[src/rtl/div_issue_ctrl.sv]
// Issue controller: a 2-entry operand FIFO feeding a fixed-latency divider, with result capture and hold.
// Optional macro DIV_ZERO_BYPASS_EN completes zero-divisor operations without issuing them.
module div_issue_ctrl #(
   parameter int WIDTH   = 16,
   parameter int DIV_LAT = 4
) (
   input  logic             clk,
   input  logic             rst,
   input  logic             in_valid,
   output logic             in_ready,
   input  logic [WIDTH-1:0] in_dividend,
   input  logic [WIDTH-1:0] in_divisor,
   output logic [WIDTH-1:0] div_dividend,
   output logic [WIDTH-1:0] div_divisor,
   input  logic [WIDTH-1:0] div_quotient,
   input  logic [WIDTH-1:0] div_remainder,
   output logic             out_valid,
   input  logic             out_ready,
   output logic [WIDTH-1:0] out_quotient,
   output logic [WIDTH-1:0] out_remainder,
   output logic             out_dz,
   output logic             busy
);

   localparam logic [1:0] IDLE  = 2'd0;
   localparam logic [1:0] ISSUE = 2'd1;
   localparam logic [1:0] DONE  = 2'd2;

   logic [1:0]       state_q, state_d;
   logic [3:0]       lat_q, lat_d;
   logic [1:0]       cnt_q, cnt_d;
   logic             rd_ptr_q, rd_ptr_d;
   logic             wr_ptr_q, wr_ptr_d;
   logic [WIDTH-1:0] fifo_dvd_q [2];
   logic [WIDTH-1:0] fifo_dsr_q [2];
   logic [WIDTH-1:0] div_dvd_q, div_dvd_d;
   logic [WIDTH-1:0] div_dsr_q, div_dsr_d;
   logic [WIDTH-1:0] quo_q, quo_d;
   logic [WIDTH-1:0] rem_q, rem_d;
   logic             dz_q, dz_d;
   logic             push, pop, zero_head;
   logic [WIDTH-1:0] head_dvd, head_dsr;

   // in_ready is forced low while reset is held, not just after the FIFO clears.
   assign in_ready = ~rst & (cnt_q != 2'd2);
   assign push     = in_valid & in_ready;
   assign head_dvd = fifo_dvd_q[rd_ptr_q];
   assign head_dsr = fifo_dsr_q[rd_ptr_q];

`ifdef DIV_ZERO_BYPASS_EN
   assign zero_head = (head_dsr == '0);
`else
   assign zero_head = 1'b0;
`endif

   always_comb begin
      state_d   = state_q;
      lat_d     = lat_q;
      div_dvd_d = div_dvd_q;
      div_dsr_d = div_dsr_q;
      quo_d     = quo_q;
      rem_d     = rem_q;
      dz_d      = dz_q;
      pop       = 1'b0;
      case (state_q)
         IDLE: pop = (cnt_q != 2'd0);
         ISSUE: begin
            lat_d = lat_q - 4'd1;
            if (lat_q == 4'd1) begin
               quo_d   = div_quotient;
               rem_d   = div_remainder;
               dz_d    = 1'b0;
               state_d = DONE;
            end
         end
         DONE: begin
            if (out_ready) begin
               if (cnt_q != 2'd0) pop = 1'b1;
               else               state_d = IDLE;
            end
         end
         default: state_d = IDLE;
      endcase
      // A pop from IDLE or a DONE handshake either bypasses a zero divisor or issues the pair.
      if (pop) begin
         if (zero_head) begin
            quo_d   = '1;
            rem_d   = head_dvd;
            dz_d    = 1'b1;
            state_d = DONE;
         end else begin
            div_dvd_d = head_dvd;
            div_dsr_d = head_dsr;
            lat_d     = 4'(DIV_LAT);
            state_d   = ISSUE;
         end
      end
   end

   assign cnt_d    = cnt_q + {1'b0, push} - {1'b0, pop};
   assign rd_ptr_d = rd_ptr_q ^ pop;
   assign wr_ptr_d = wr_ptr_q ^ push;

   always_ff @(posedge clk or posedge rst) begin
      if (rst) begin
         state_q   <= IDLE;
         lat_q     <= '0;
         cnt_q     <= '0;
         rd_ptr_q  <= 1'b0;
         wr_ptr_q  <= 1'b0;
         div_dvd_q <= '0;
         div_dsr_q <= '0;
         quo_q     <= '0;
         rem_q     <= '0;
         dz_q      <= 1'b0;
      end else begin
         state_q   <= state_d;
         lat_q     <= lat_d;
         cnt_q     <= cnt_d;
         rd_ptr_q  <= rd_ptr_d;
         wr_ptr_q  <= wr_ptr_d;
         div_dvd_q <= div_dvd_d;
         div_dsr_q <= div_dsr_d;
         quo_q     <= quo_d;
         rem_q     <= rem_d;
         dz_q      <= dz_d;
      end
   end

   // FIFO storage needs no reset: occupancy is governed by cnt_q and the pointers.
   always_ff @(posedge clk) begin
      if (push) begin
         fifo_dvd_q[wr_ptr_q] <= in_dividend;
         fifo_dsr_q[wr_ptr_q] <= in_divisor;
      end
   end

   assign div_dividend  = div_dvd_q;
   assign div_divisor   = div_dsr_q;
   assign out_quotient  = quo_q;
   assign out_remainder = rem_q;
   assign out_dz        = dz_q;
   assign out_valid     = (state_q == DONE);
   assign busy          = (state_q != IDLE) || (cnt_q != 2'd0);

endmodule
[config.mk]
export PLATFORM = sky130hd
export DESIGN_NAME = div_issue_ctrl
export DESIGN_NICKNAME = d
export VERILOG_FILES = /design/src/rtl/div_issue_ctrl.sv
export SDC_FILE = /design/constraint.sdc
export NUM_CORES = 1
export LEC_CHECK = 0
export CAP_MARGIN = 40
export CELL_PAD_IN_SITES_DETAIL_PLACEMENT = 2
export CELL_PAD_IN_SITES_GLOBAL_PLACEMENT = 2
export CORE_MARGIN = 4
export CORE_UTILIZATION = 48
export CTS_CLUSTER_SIZE = 20
export DETAILED_ROUTE_END_ITERATION = 10
export DONT_BUFFER_PORTS = 1
export PLACE_DENSITY = 0.95
export SLEW_MARGIN = 10
export SYNTH_ARGS = -nofsm -noshare
export SYNTH_HDL_FRONTEND = slang
export SYNTH_SLANG_ARGS = --single-unit
export TNS_END_PERCENT = 1
[constraint.sdc]
create_clock -name clk -period 3.6 [get_ports clk]
set_input_delay 0.36 -clock clk [delete_from_list [all_inputs] [get_ports clk]]
set_output_delay 0.36 -clock clk [all_outputs]
set_load 0.005 [all_outputs]
==> run_results.csv <==
group,metric,value,unit
outcome,status,"finished, final reports clean",
synthesis,yosysUniqueCellTypes,26,
finish,drive_gt1_frac,0.356,
clocking,cts-htree-levels,4,
die,initial_utilization,0.494,
timing,finalClockSkew,0.0138,ns
power_and_ir_drop,p_per_area,862,nW/um^2
clocking,root_buffer,"clkbuf_8",
critical_path,cp-startpoint,"state_q[1]",
critical_path,cp.arrival,2.57,ns
die,core-area,10900,sq um
power_and_ir_drop,vdd_drop_max,547,uV
clocking,cts_resized,0,
job,maxCapViolations,0,
detailed_routing,wl_per_cell,29.3,um
synthesis,syn_area_per_cell,18.6,sq um
placement,placed_cells,422,
critical_path,slowest_stage,"nor3_4",
synthesis,ys_warn_count,0,
global_route,grt_max_degree,49,
critical_path,critical_path.startpoint_type,"flop",
timing,layout_min_cycle_time,2.17,ns
synthesis,yosysSeqAreaShare,0.701,
synthesis,async_reset_ff_frac,0.536,
critical_path,worst-path-max-fanout,30,
finish,nets,443,
detailed_routing,avgViaCountPerCell,5.40,
placement,globalplace.congestion,0.682,
timing,hold_viol,0,
critical_path,cp.buffers_inverters,1,
detailed_routing,post-route-drc-count,0,
timing,setup_tns,0,ns
critical_path,cp_cell_sequence,"nor2b_4, nor3_4, buf_4, mux2_2",
timing,rsz0062_at_grt,"no",
timing,setup-violations-final,0,
clocking,clkSlewWorstSetupHoldPaths,0.06,ns
clocking,numCtsBuffers,17,
critical_path,cpPeakStageDelay,0.50,ns
timing,period_share,0.604,
clocking,cts_tree,"built",
critical_path,path_class,"flop to flop",
clocking,clock_sinks,138,
synthesis,synth_top_cell_area_share,0.357,
power_and_ir_drop,total_leakage_power,2.73,nW
detailed_routing,drtIter0Drc,124,
finish,layout.cells.non_filler,523,
die,die_y,114,um
critical_path,reg2reg_from,"state_q[1]",
synthesis,synthFlopType,"dfrtp_1",
timing,slew_viol_final,0,
critical_path,crit_family,"simple AND/OR/NAND/NOR gates",
synthesis,syn_area,5380,sq um
finish,syn_to_final_growth,25.2,%
synthesis,ys_ff_latch,138,
die,rows,38,
detailed_routing,routed_wl,15300,um
critical_path,cp-end-kind,"flop",
clocking,insertion_delay,0.53,ns
die,dieArea,13000,sq um
placement,post-place-ws,1.48,ns
detailed_routing,vias,2824,
placement,dp_hpwl,7810,um
critical_path,required,4.00,ns
timing,slew_headroom,0.579,
synthesis,yosysTopAreaCell,"edfxtp_1",
detailed_routing,drt-pass1-iter-count,4,
die,fp.dieW,114,um
timing,worst_slew_pin_slew,0.631,ns
global_route,grt_pass1_wl,22600,um
placement,port_buffers,0,
global_route,antenna_found_initial,1,
global_route,grt_pass1_vias,3364,
clocking,cts_buffer_depth,2,
hold_path,worstHoldPathType,"input pin to asynchronous set/reset pin",
global_route,grt_use_total,0.246,
clocking,post_cts_buffers,0,
timing,setup_ws,1.43,ns
die,io_pins,136,
synthesis,synth_edf_count,64,
synthesis,ys_top_cells_by_area,"edfxtp_1 (36%), dfrtp_1 (34%), mux2_2 (14%)",
detailed_routing,antenna_left,0,
timing,max_freq,460,MHz
synthesis,syn_nets,364,
synthesis,netlist_instances,290,
global_route,globalRouteOverflowTotal,0,
-- worst register-to-register path: stages (launching register included) --
cell,delay [ns]
dfrtp_1,0.46
nor2b_4,0.17
nor3_4,0.50
buf_4,0.50
mux2_2,0.42
-- metal layers --
metal / part of all wire / GRT usage / up-vias / wire length, um
met2: 0.60 / 0.477 / 86 / 9110
met1: 0.34 / 0.252 / 1500 / 5260
met4: 0.022 / 0.0911 / 0 / 344
met3: 0.038 / 0.0599 / 22 / 588
li1: - / - / 1216 / -
met5: 0 / 0 / - / 0
-- cells by family (layout without fill, tap and decap cells) --
family	after synthesis	after routing	share of synthesized area
AOI/OAI and AO/OA	7	7	0.00744
xor gates and xnor gates	4	4	0.00651
adders and majority gates	6	6	0.0140
buffers and inverters	20	112	0.0240
DFF	138	138	0.701
muxes	97	97	0.223
other	1	2	0.000697
and+or+nand+nor	17	17	0.0228
-- report_power, final --
| group | switching [mW] | total, mW | leakage, nW | internal [mW] |
|---|---|---|---|---|
| combinational | 0.676 | 1.54 | 1.02 | 0.864 |
| sequential | 0.483 | 2.67 | 1.45 | 2.19 |
| clock | 0.663 | 1.59 | 0.255 | 0.926 |
| total | 1.82 | 5.80 | 2.73 | 3.98 |
-- synthesized netlist by cell type, types with 2 or more instances --
library cell and number:
o21bai_1 2, mux2_4 29, buf_2 4, xnor2_1 3, buf_4 3, o21ai_0 2, nor2_1 4, a21oi_1 3
nand2b_1 2, ha_1 6, or3_1 2, edfxtp_1 64, nand2_1 2, mux2_2 68, dfrtp_1 74, inv_1 8
buf_6 5
-- repair_timing --
item                                    CTS  global route
endpoints found under the setup margin    0             0
hold endpoints to repair                145             0
hold buffers                             66             0
-- registers in the layout, summed over array words and instances (netlist names) --
register and cells:
fifo_dsr_q 32, fifo_dvd_q 32, div_dividend 16, div_divisor 16
out_quotient 16, out_remainder 16, lat_q 4, cnt_q 2
state_q 2, rd_ptr_q 1, wr_ptr_q 1
-- area by class of cell --
class / instances / area (sq um)
fillers: 873 / 4150
repair buffers: 72 / 751
clock inverters: 9 / 73.8
diodes: 1 / 2.50
multi-input cells: 132 / 1480
inverters: 8 / 31.3
flip-flops and latches: 138 / 3770
clock buffers: 23 / 447
well taps: 140 / 175
-- layout by cell type, fill, tap and decap left out, drive strengths merged, types with 2 or more instances in the layout --
cell and count:
mux2 97, dfrtp 74, dlygate4sd3 66, edfxtp 64, clkbuf 23, clkinv 8
inv 7, ha 6, buf 6, nor2 4, a21oi 3, xnor2 3
nand2 3, nand2b 2, o21bai 2, or3 2, o21ai 2
-- path summary, 6_finish.rpt --
path,cells past startpoint,slack [ns],endpoint
worst max-delay path,4,1.43,div_dividend[8]
worst min register to register,1,0.53,div_divisor[8]
max in group asynchronous,4,2.57,div_divisor[1]
worst max register to register,4,1.43,div_dividend[8]
min in group clk,3,0.22,wr_ptr_q
worst min-delay path,2,0.16,cnt_q[1]
-- stage by stage --
step	hold slack, ns	cell area (sq um)	util	total power [mW]
floorplan	0.459	5380	-	3.65
global placement	0.424	5490	0.504	3.86
detailed placement	0.108	5510	0.506	4.03
CTS	0.120	6690	0.615	5.70
global route	0.146	6740	0.619	6.09
finish	0.157	6740	0.619	5.80
(Power assumes the default switching activity.)
